--- src/rtl/booth_seq_divider.sv ---
// booth_seq_divider: iterative signed divider, one restoring step per clock plus a sign-fix cycle
//   Ports: clk, rst (async active-low), start, dividend[DW], divisor[VW] in;
//          quotient[DW], remainder[VW], busy, done out; dbz, ovf out when BOOTH_DIV_FLAGS_EN is defined.
//   Quotient truncates toward zero, remainder takes the dividend's sign. Divide-by-zero skips
//   straight to the fix cycle and yields quotient -1, remainder 0.
module booth_seq_divider #(
    parameter int DW = 8,
    parameter int VW = 4
) (
    input  logic          clk,
    input  logic          rst,
    input  logic          start,
    input  logic [DW-1:0] dividend,
    input  logic [VW-1:0] divisor,
    output logic [DW-1:0] quotient,
    output logic [VW-1:0] remainder,
    output logic          busy,
    output logic          done
`ifdef BOOTH_DIV_FLAGS_EN
    ,
    output logic          dbz,
    output logic          ovf
`endif
);
    localparam int CW = $clog2(DW + 1);
    localparam logic [1:0] S_IDLE = 2'd0, S_RUN = 2'd1, S_FIX = 2'd2;
    logic [1:0]    state_q, state_d;
    logic [CW-1:0] count_q, count_d;
    logic [VW-1:0] rem_q, rem_d;
    logic [DW-1:0] quo_q, quo_d;
    logic [VW-1:0] dvs_q, dvs_d;
    logic          sd_q, sd_d, sv_q, sv_d;
    logic [DW-1:0] quotient_q, quotient_d;
    logic [VW-1:0] remainder_q, remainder_d;
    logic          busy_q, busy_d, done_q, done_d;
    logic [VW:0]   shifted;
    logic [VW+1:0] trial;
`ifdef BOOTH_DIV_FLAGS_EN
    logic          dbz_q, dbz_d, ovf_q, ovf_d;
`endif
    // quo_q starts as |dividend| and is shifted out MSB-first while quotient bits shift in.
    // rem_q stays below |divisor| <= 2^(VW-1), so VW bits hold it; the shifted value needs VW+1.
    assign shifted = {rem_q, quo_q[DW-1]};
    assign trial   = {1'b0, shifted} - {2'b00, dvs_q};
    always_comb begin
        state_d     = state_q;
        count_d     = count_q;
        rem_d       = rem_q;
        quo_d       = quo_q;
        dvs_d       = dvs_q;
        sd_d        = sd_q;
        sv_d        = sv_q;
        quotient_d  = quotient_q;
        remainder_d = remainder_q;
        busy_d      = busy_q;
        done_d      = state_q == S_FIX;
`ifdef BOOTH_DIV_FLAGS_EN
        dbz_d       = dbz_q;
        ovf_d       = ovf_q;
`endif
        if (state_q == S_IDLE && start) begin
            state_d = divisor == '0 ? S_FIX : S_RUN;
            count_d = CW'(DW);
            rem_d   = '0;
            quo_d   = dividend[DW-1] ? -dividend : dividend;
            dvs_d   = divisor[VW-1] ? -divisor : divisor;
            sd_d    = dividend[DW-1];
            sv_d    = divisor[VW-1];
            busy_d  = 1'b1;
`ifdef BOOTH_DIV_FLAGS_EN
            dbz_d   = 1'b0;
            ovf_d   = 1'b0;
`endif
        end else if (state_q == S_RUN) begin
            rem_d   = trial[VW+1] ? shifted[VW-1:0] : trial[VW-1:0];
            quo_d   = {quo_q[DW-2:0], ~trial[VW+1]};
            count_d = count_q - 1'b1;
            state_d = count_q == CW'(1) ? S_FIX : S_RUN;
        end else if (state_q == S_FIX) begin
            quotient_d  = dvs_q == '0 ? '1 : (sd_q ^ sv_q ? -quo_q : quo_q);
            remainder_d = sd_q ? -rem_q : rem_q;
            busy_d      = 1'b0;
            state_d     = S_IDLE;
`ifdef BOOTH_DIV_FLAGS_EN
            dbz_d       = dvs_q == '0;
            // A magnitude quotient of 2^(DW-1) from |divisor|=1 with both signs negative is the only wrap.
            ovf_d       = sd_q & sv_q & (dvs_q == VW'(1)) & (quo_q == {1'b1, {(DW-1){1'b0}}});
`endif
        end
    end
    always_ff @(posedge clk or negedge rst) begin
        if (!rst) begin
            state_q     <= S_IDLE;
            count_q     <= '0;
            rem_q       <= '0;
            quo_q       <= '0;
            dvs_q       <= '0;
            sd_q        <= 1'b0;
            sv_q        <= 1'b0;
            quotient_q  <= '0;
            remainder_q <= '0;
            busy_q      <= 1'b0;
            done_q      <= 1'b0;
        end else begin
            state_q     <= state_d;
            count_q     <= count_d;
            rem_q       <= rem_d;
            quo_q       <= quo_d;
            dvs_q       <= dvs_d;
            sd_q        <= sd_d;
            sv_q        <= sv_d;
            quotient_q  <= quotient_d;
            remainder_q <= remainder_d;
            busy_q      <= busy_d;
            done_q      <= done_d;
        end
    end
`ifdef BOOTH_DIV_FLAGS_EN
    always_ff @(posedge clk or negedge rst) begin
        if (!rst) begin
            dbz_q <= 1'b0;
            ovf_q <= 1'b0;
        end else begin
            dbz_q <= dbz_d;
            ovf_q <= ovf_d;
        end
    end
    assign dbz = dbz_q;
    assign ovf = ovf_q;
`endif
    assign quotient  = quotient_q;
    assign remainder = remainder_q;
    assign busy      = busy_q;
    assign done      = done_q;
endmodule
--- config.mk ---
export PLATFORM = sky130hd
export DESIGN_NAME = booth_seq_divider
export DESIGN_NICKNAME = d
export VERILOG_FILES = /design/src/rtl/booth_seq_divider.sv
export SDC_FILE = /design/constraint.sdc
export NUM_CORES = 1
export LEC_CHECK = 0
export CORE_ASPECT_RATIO = 1.5
export CORE_UTILIZATION = 63
export DETAILED_ROUTE_END_ITERATION = 7
export DONT_BUFFER_PORTS = 1
export HOLD_SLACK_MARGIN = 0.08
export PLACE_DENSITY = 0.79
export SKIP_CTS_REPAIR_TIMING = 1
export SKIP_LAST_GASP = 1
export SYNTH_ARGS = -nofsm -noshare
export SYNTH_HDL_FRONTEND = slang
export SYNTH_SLANG_ARGS = --single-unit
export TNS_END_PERCENT = 5
--- constraint.sdc ---
create_clock -name clk -period 1.7 [get_ports clk]
set_input_delay 0.17 -clock clk [delete_from_list [all_inputs] [get_ports clk]]
set_output_delay 0.17 -clock clk [all_outputs]
set_load 0.02 [all_outputs]
# After elaboration in Yosys (flattened, before gate mapping)
# Index checks and enable logic that the tools add are counted.
[word_totals] reg_bits=38 inputBits=15 wordCells=54
[op_classes] add_sub_neg=6 eq_ne=4 muxes=20 bitwise=4 reduce_logical=9
[ops] op="8-bit 2-to-1 mux" n=5
[ops] op="4-bit 2-to-1 mux" n=7
[ops] op="8-bit negation" n=2
[ops] op="2-bit 2-to-1 mux" n=5
[ops] op="4-bit logical NOT" n=2
[ops] op="4-bit negation" n=2
[ops] op="5-bit by 4-bit subtractor with 6-bit output" n=1
[ops] op="4-bit by 1-bit equality test with 1-bit output, second input constant" n=1
[ops] op="2-bit nonzero test" n=2
[ops] op="4-bit by 1-bit subtractor with 4-bit output, second input constant" n=1
[ops] op="1-bit 2-to-1 mux" n=3
[ops] op="1-bit inverter" n=3
[ops] op="3-bit AND reduction" n=1
[ops] op="3-bit nonzero test" n=1
[ops] op="2-bit by 1-bit equality test with 1-bit output, second input constant" n=1
[ops] op="2-bit equality test, second input constant" n=1
[ops] op="2-bit logical NOT" n=1
[ops] op="2-bit inequality test, second input constant" n=1
[ops] op="2-bit AND reduction" n=1
[ops] op="1-bit logical AND" n=1
[ops] op="1-bit bitwise XOR" n=1

# Logic depth before layout (Yosys ltp)
# Gate-level depths: netlist of the first run.
[logic_depth] ltp_word=4 mapped_depth=6 ltp_nobuf=6

# Worst setup path after synthesis of the first run
# No wires, ideal clock.
[synth_path] kind="register to register" start="reg rem_q[0]" end="reg rem_q[2]" arrival_ns=1.417 required_ns=1.564 slack_ns=0.147 stages_incl_launch_ff=6 path_buffers=0 period_less_slack_ns=1.553 path_cell_list="dfrtp_1 > ha_1 > nor2b_1 > o31ai_2 > and2_1 > o311ai_1"
[synth_between] elab_chain_cells=4
[synth_rtl] item="start, declared" line="29" source="logic [VW-1:0] rem_q, rem_d;"
[synth_rtl] item="start signal, assigned" line="107" source="rem_q <= rem_d;"
[synth_rtl] item="5-bit by 4-bit subtractor with 6-bit output" line="44" source="assign trial = {1'b0, shifted} - {2'b00, dvs_q};"
[synth_rtl] item="4-bit 2-to-1 mux" line="75" source="rem_d = trial[VW+1] ? shifted[VW-1:0] : trial[VW-1:0];"
[synth_rtl] item="4-bit 2-to-1 mux" line="74" source="end else if (state_q == S_RUN) begin"
[synth_rtl] item="4-bit 2-to-1 mux" line="61" source="if (state_q == S_IDLE && start) begin"
# No other way between the ends. The select of a mux whose other input is x is not followed.
# A chain may end at the register's enable or synchronous reset.

# Worst setup path in the final report of the first run
[layout_path] start="reg rem_q[0]" end="reg rem_q[3]"
# Same word-level chain as after synthesis.

==> reports/metrics.sh, run 1 <==
OUTCOME='finished clean'
WORST_SLACK_AT_PLACEMENT_NS=0.0230
DRT_DRC_VIOLATIONS_LEFT=0
IO-PIN-COUNT=29
CRITICAL_PATH_TYPE='reg2reg'
FINALHOLDWORSTSLACK_NS=0.0710
EFFECTIVE_UTILIZATION_AT_FLOORPLAN_PCT=66.9
SETUP_WS_NS=0.0226
LAYOUT.CELLS.MOST_COMMON='sky130_fd_sc_hd__dfrtp_1'
TIMING.FINAL.SETUP_VIOLATIONS=0
WORSTHOLDPATHCELLS=3
POST_ROUTE_MINIMUM_PERIOD_NS=1.68
ANTENNA_LEFT=0
FIRST_ITER_VIOLATIONS=50
NUMCLOCKSINKS=38
TIMING_MAX_TRANSITION_VIOLATIONS_FINAL=0
LAYOUT-AREA-OVERHEAD-VS-SYNTH_PCT=12.7
YOSYS.AREA.TOP_TYPE_SHARE_PCT=44.5
POSTPLACECELLAREA_UM2=2200
SYNTHESIS.YOSYS.WARNINGS=0
WORST-ENDPOINT-REQUIRED_NS=1.87
FIRST_PASS_GRT_WIRE_LENGTH_MM=7.47
AVGVIACOUNTPERCELL=6.05
MAPPEDNETLISTAREA_UM2=2140
NETLIST-CELL-TYPE-COUNT=42
ANTENNA_CELLS=0
RR_WORST_DEPTH=5
WORST_PIN_SLEW_NS=0.595
CLASS_OF_THE_TIGHTEST_HOLD_OR_REMOVAL_CHECK='in2reg'
PLACEABLECOREAREA_UM2=3190
YS_ASYNC_SR_FRACTION_PCT=100
SEQUENTIAL_ELEMENT_SHARE_OF_THE_SYNTHESIZED_AREA_PCT=44.5
CELLPOWERDENSITY_nW_PER_UM2=2090
SYNTH.AREA.TOP_CELLS='sky130_fd_sc_hd__dfrtp_1 (45%), sky130_fd_sc_hd__ha_1 (5.9%), sky130_fd_sc_hd__nand2_1 (5.4%), sky130_fd_sc_hd__a21oi_1 (4.7%), sky130_fd_sc_hd__xnor2_1 (4.5%)'
LEAKAGE_uW=0.00105
PORT_BUFFERS=0
CTS_TREE='yes'
DIE_H_UM=73.3
R2R_START='rem_q[0]$_DFFE_PN0P_'
SYNTHDOMINANTAREACELLTYPE='sky130_fd_sc_hd__dfrtp_1'
TOTALWIRELENGTH_MM=4.72
FIRSTDRTPASSITERS=4
LAYOUT_COMMON_CELLS='sky130_fd_sc_hd__dfrtp_1 (37), sky130_fd_sc_hd__nand2_1 (31), sky130_fd_sc_hd__nor2_1 (24), sky130_fd_sc_hd__a21oi_1 (20), sky130_fd_sc_hd__inv_1 (14)'
POST-ROUTE-CELL-AREA_UM2=2410
POWER.TOTAL_uW=5030
AVGSYNTHCELLAREA_UM2=9.21
GRT_UTIL_ALL_LAYERS_PCT=27.9
N_FILL_CELL=241
GRT_ANTENNA_BEFORE_REPAIR=0
FIRST_GLOBAL_VIAS=1693
NNETSFINAL=271
CRIT-REG2REG-CAPTURE='rem_q[3]$_DFFE_PN0P_'
YOSYS_MOST_USED_DFF='sky130_fd_sc_hd__dfrtp_1'
PLACE_HPWL_MM=3.37
FLOORPLAN.ROWS=25
GRT-OVFL-TOTAL=0
ROUTED-VIA-COUNT=1729
AREA_OF_THE_MULTI_INPUT_GATES_UM2=1120
WORST_IR_DROP_VDD_uV=1540
CRITICAL_PATH_CAPTURE_POINT_TYPE='register'
ROOT_BUFFER='sky130_fd_sc_hd__clkbuf_8'
ROUTED_WIRE_LENGTH_PER_INSTANCE_UM=16.5
SYNTH_NETS=258
SYN-INSTANCE-COUNT=232
CRIT_PATH_MAX_FANOUT=2
DIE_W_UM=49.5
CLKTRANSATPATHREGS_NS=0.07
INSERTION_DELAY_NS=0.29
FINAL_CORE_UTIL_PCT=75.4
CRITICAL_PATH.STARTPOINT_TYPE='register'
WORST_HOLD_STARTPOINT='divisor[2]'
WORSTPATHARRIVAL_NS=1.85
HOLD-PATH-ENDPOINT='dvs_q[3]$_DFFE_PN0P_'
GRT_START_MAX_NET_PINS=39
MAX-CAP-VIOLATIONS=0
H-TREE-DEPTH=2
FINAL_LAYOUT_SIZE_SUFFIX_GT1_SHARE_PCT=12.6
SEQUENTIAL_CELL_AREA_UM2=952
FINAL-HOLD-VIOLATION-COUNT=0
SYNTH-EDFF-COUNT=0
CTS.PATH.MAX_BUFFERS=2
CLOCK_SKEW_NS=0.00425
ROUTABILITYCONGESTION=0.910
TIMING.REG2REG.SETUP_SLACK_NS=0.02
MIN_PERIOD_OVER_PERIOD_PCT=98.7
DIE_AREA_UM2=3630
MAXCLOCKFREQUENCY_MHz=596
NUMCTSBUFFERS=5
SYNTH_SEQ_CELLS=38
MAX_SLEW_MARGIN_PCT=60.1
-- layer usage --
metal | wire, um | GRT usage [%] | part of all wire [%]
met1 | 1800 | 28.5 | 38
met2 | 2590 | 53.5 | 55
met3 | 239 | 6.42 | 5.1
met4 | 89 | 11.1 | 1.9
met5 | 0 | 0 | 0
-- state kept, by name, indices dropped and copies added (netlist names) --
name       count
count_q        4
remainder      4
quotient       8
done           1
sv_q           1
sd_q           1
quo_q          8
state_q        2
dvs_q          4
busy           1
rem_q          4
-- synthesized netlist by cell type (2+ instances only) --
library cell	count
sky130_fd_sc_hd__dfrtp_1	38
sky130_fd_sc_hd__inv_2	2
sky130_fd_sc_hd__nor3_1	3
sky130_fd_sc_hd__o311ai_1	4
sky130_fd_sc_hd__nand2_1	31
sky130_fd_sc_hd__o31ai_1	2
sky130_fd_sc_hd__nor4_1	4
sky130_fd_sc_hd__mux2i_1	3
sky130_fd_sc_hd__a21oi_1	20
sky130_fd_sc_hd__nor2b_1	2
sky130_fd_sc_hd__xnor2_1	11
sky130_fd_sc_hd__ha_1	10
sky130_fd_sc_hd__nand2b_1	3
sky130_fd_sc_hd__o21ai_1	8
sky130_fd_sc_hd__o21ai_0	7
sky130_fd_sc_hd__inv_1	14
sky130_fd_sc_hd__nor2_1	24
sky130_fd_sc_hd__nand3_1	2
sky130_fd_sc_hd__buf_2	7
sky130_fd_sc_hd__xor2_1	5
sky130_fd_sc_hd__a31oi_1	3
sky130_fd_sc_hd__nand4_1	5
sky130_fd_sc_hd__and3_1	5
-- worst max-delay path, cell delays in order (launching register included) --
cell	delay (ns)
sky130_fd_sc_hd__dfrtp_1	0.40
sky130_fd_sc_hd__ha_1	0.30
sky130_fd_sc_hd__nor2b_2	0.18
sky130_fd_sc_hd__o21ai_0	0.25
sky130_fd_sc_hd__nor4b_1	0.31
sky130_fd_sc_hd__o21ai_1	0.12
-- power breakdown --
group | total, uW | internal, uW | switching (uW)
logic | 2430 | 1100 | 1340
clock network | 637 | 327 | 310
registers | 1960 | 1340 | 615
total | 5030 | 2770 | 2260
-- metrics by stage --
stage | TNS [ns] | std cells
final | 0 | 286
after global routing | -0.0382 | 286
after CTS | -0.0152 | 279
after detailed placement | 0 | 271
after global placement | 0 | 271
after floorplan | 0 | 232
-- final cells by class --
class,count,area share (%)
sequential,38,39.6
timing repair buffer,14,5.51
multi-input combinational,170,46.5
clock buffer,7,3.59
clock inverter,1,0.208
tap,40,2.08
inverter,16,2.50
-- worst max-delay path by stage --
stage | start | end | slack, ns
6_report | rem_q[0]$_DFFE_PN0P_ | rem_q[3]$_DFFE_PN0P_ | 0.02
3_3_place_gp | rem_q[0]$_DFFE_PN0P_ | rem_q[2]$_DFFE_PN0P_ | 0.13
2_1_floorplan | rem_q[0]$_DFFE_PN0P_ | rem_q[2]$_DFFE_PN0P_ | 0.15
4_1_cts | rem_q[0]$_DFFE_PN0P_ | rem_q[2]$_DFFE_PN0P_ | -0.02
3_5_place_dp | rem_q[0]$_DFFE_PN0P_ | rem_q[2]$_DFFE_PN0P_ | 0.02
5_1_grt | rem_q[0]$_DFFE_PN0P_ | rem_q[3]$_DFFE_PN0P_ | -0.04
-- cell families (layout without fill, tap and decap cells) --
family	after synthesis	count (layout)	synth area share, %
and+or+nand+nor	87	87	19.4
AOI/OAI and AO/OA	51	51	15.4
DFF	38	38	44.5
buffers and inverters	24	38	4.63
xor gates and xnor gates	17	17	7.32
adders and majority gates	11	11	6.80
muxes	4	4	1.93
Power figures use the tool's default switching activity.
==> inputs of run 2 (changes only) <==
--- a/config.mk
+++ b/config.mk
@@ -5,7 +5,7 @@
 export SDC_FILE = /design/constraint.sdc
 export NUM_CORES = 1
 export LEC_CHECK = 0
-export CORE_ASPECT_RATIO = 1.5
+export CORE_ASPECT_RATIO = 0.75
 export CORE_UTILIZATION = 63
 export DETAILED_ROUTE_END_ITERATION = 7
 export DONT_BUFFER_PORTS = 1
==> reports/metrics.sh, run 2 (synthesized netlist as in run 1, its figures left out) <==
WORSTPATHARRIVAL_NS=1.80  # was 1.85 ns
LAYOUT_COMMON_CELLS='sky130_fd_sc_hd__dfrtp_1 (37), sky130_fd_sc_hd__nand2_1 (31), sky130_fd_sc_hd__nor2_1 (24), sky130_fd_sc_hd__a21oi_1 (20), sky130_fd_sc_hd__inv_1 (14)'  # unchanged
POSTPLACECELLAREA_UM2=2190  # was 2200 um2
WORST_IR_DROP_VDD_uV=1050  # was 1540 uV
DRT_DRC_VIOLATIONS_LEFT=0  # unchanged
LAYOUT.CELLS.MOST_COMMON='sky130_fd_sc_hd__dfrtp_1'  # unchanged
ROUTED_WIRE_LENGTH_PER_INSTANCE_UM=17.0  # was 16.5 um
PLACEABLECOREAREA_UM2=3080  # was 3190 um2
FINAL-HOLD-VIOLATION-COUNT=0  # unchanged
CTS.PATH.MAX_BUFFERS=2  # unchanged
FIRST_PASS_GRT_WIRE_LENGTH_MM=7.36  # was 7.47 mm
PLACE_HPWL_MM=3.35  # was 3.37 mm
OUTCOME='finished clean'  # unchanged
PORT_BUFFERS=0  # unchanged
H-TREE-DEPTH=2  # unchanged
CRIT_PATH_MAX_FANOUT=6  # was 2
MAX-CAP-VIOLATIONS=0  # unchanged
IO-PIN-COUNT=29  # unchanged
INSERTION_DELAY_NS=0.28  # was 0.29 ns
FIRSTDRTPASSITERS=5  # was 4
ANTENNA_CELLS=0  # unchanged
CLASS_OF_THE_TIGHTEST_HOLD_OR_REMOVAL_CHECK='in2reg'  # unchanged
DIE_AREA_UM2=3630  # about the same
CLKTRANSATPATHREGS_NS=0.07  # about the same
TIMING_MAX_TRANSITION_VIOLATIONS_FINAL=0  # unchanged
GRT-OVFL-TOTAL=0  # unchanged
CLOCK_SKEW_NS=0.00494  # was 0.00425 ns
NNETSFINAL=271  # unchanged
POWER.TOTAL_uW=5170  # was 5030 uW
ANTENNA_LEFT=0  # unchanged
FIRST_ITER_VIOLATIONS=94  # was 50
DIE_W_UM=69.2  # was 49.5 um
NUMCTSBUFFERS=5  # unchanged
MAXCLOCKFREQUENCY_MHz=604  # was 596 MHz
TIMING.FINAL.SETUP_VIOLATIONS=0  # unchanged
WORST_PIN_SLEW_NS=0.547  # was 0.595 ns
DIE_H_UM=52.4  # was 73.3 um
EFFECTIVE_UTILIZATION_AT_FLOORPLAN_PCT=69.2  # was 66.9%
CRITICAL_PATH_CAPTURE_POINT_TYPE='register'  # unchanged
POST_ROUTE_MINIMUM_PERIOD_NS=1.65  # was 1.68 ns
NUMCLOCKSINKS=38  # unchanged
MAX_SLEW_MARGIN_PCT=63.4  # was 60.1%
FIRST_GLOBAL_VIAS=1586  # was 1693
ROUTED-VIA-COUNT=1780  # was 1729
RSZ0062_AT_GRT='false'
TOTALWIRELENGTH_MM=4.82  # was 4.72 mm
WORST-ENDPOINT-REQUIRED_NS=1.85  # was 1.87 ns
ROUTABILITYCONGESTION=0.902  # was 0.910
POST-ROUTE-CELL-AREA_UM2=2420  # was 2410 um2
MIN_PERIOD_OVER_PERIOD_PCT=97.3  # was 98.7%
LAYOUT-AREA-OVERHEAD-VS-SYNTH_PCT=13.5  # was 12.7%
FLOORPLAN.ROWS=17  # was 25
AVGVIACOUNTPERCELL=6.29  # was 6.05
FINAL_CORE_UTIL_PCT=78.6  # was 75.4%
CRITICAL_PATH.STARTPOINT_TYPE='register'  # unchanged
LEAKAGE_uW=0.00106  # was 0.00105 uW
CTS_TREE='yes'  # unchanged
GRT_START_MAX_NET_PINS=39  # unchanged
FINAL_LAYOUT_SIZE_SUFFIX_GT1_SHARE_PCT=11.8  # was 12.6%
ROOT_BUFFER='sky130_fd_sc_hd__clkbuf_8'  # unchanged
CELLPOWERDENSITY_nW_PER_UM2=2130  # was 2090 nW/um2
GRT_ANTENNA_BEFORE_REPAIR=0  # unchanged
CRITICAL_PATH_TYPE='reg2reg'  # unchanged
GRT_UTIL_ALL_LAYERS_PCT=27.4  # was 27.9%
[run 2: cell types whose count changed in the layout (fill, tap and decap cells not counted)]
cell                            change
sky130_fd_sc_hd__and2_1             +1
sky130_fd_sc_hd__clkinv_2           -1
sky130_fd_sc_hd__dlygate4sd3_1      +1
sky130_fd_sc_hd__buf_4              -1
sky130_fd_sc_hd__and2_4             -1
sky130_fd_sc_hd__bufinv_16          +1
sky130_fd_sc_hd__clkbuf_1           -1
[run 2: cell type report]
class	count	area, um2
sequential	38	952
multi-input combinational	170	1120
clock buffer	6	82.6
clock inverter	1	30.0
timing repair buffer	14	135
tap	38	47.5
fill	204	659
inverter	16	60.1
[run 2: path summary, 6_finish.rpt]
kind | slack, ns | end | start | cells after the start
hold reg to reg | 0.53 | count_q[3]$_DFFE_PN0P_ | count_q[3]$_DFFE_PN0P_ | 2
max in group asynchronous | 1.14 | rem_q[2]$_DFFE_PN0P_ | rst | 2
setup reg to reg | 0.05 | rem_q[2]$_DFFE_PN0P_ | rem_q[0]$_DFFE_PN0P_ | 5
min in group asynchronous | 0.36 | quotient[1]$_DFFE_PN0P_ | rst | 2
setup / recovery | 0.05 | rem_q[2]$_DFFE_PN0P_ | rem_q[0]$_DFFE_PN0P_ | 5
hold / removal | 0.07 | dvs_q[3]$_DFFE_PN0P_ | divisor[1] | 3
[run 2: metrics by stage]
| stage | setup slack (ns) | cells | TNS [ns] | hold slack, ns |
|---|---|---|---|---|
| global placement | 0.138 | 268 | 0 | -0.125 |
| floorplan | 0.147 | 232 | 0 | -0.126 |
| CTS | -0.00476 | 275 | -0.00476 | -0.431 |
| finish | 0.0451 | 283 | 0 | 0.0701 |
| detailed placement | 0.0101 | 268 | 0 | -0.125 |
| global route | 0.00966 | 283 | 0 | 0.0884 |
[run 2: critical path: stages, from the launching register on]
cell and delay, ns:
sky130_fd_sc_hd__dfrtp_1 0.40, sky130_fd_sc_hd__ha_1 0.30, sky130_fd_sc_hd__nor2b_2 0.17, sky130_fd_sc_hd__o31ai_4 0.28, sky130_fd_sc_hd__and2_1 0.26, sky130_fd_sc_hd__o311ai_2 0.11
[run 2: per-layer routing]
layer / routed length [um] / vias to the layer above / track usage [%]
li1: - / 831 / -
met1: 2150 / 858 / 37.0
met2: 2260 / 77 / 44.3
met3: 307 / 14 / 5.96
met4: 95 / 0 / 9.18
met5: 0 / - / 0
[run 2: power by group]
group | internal [uW] | switching, uW | leakage, uW
Sequential | 1340 | 651 | 0.000449
Combinational | 1060 | 1350 | 0.000555
Clock | 469 | 295 | 0.0000573
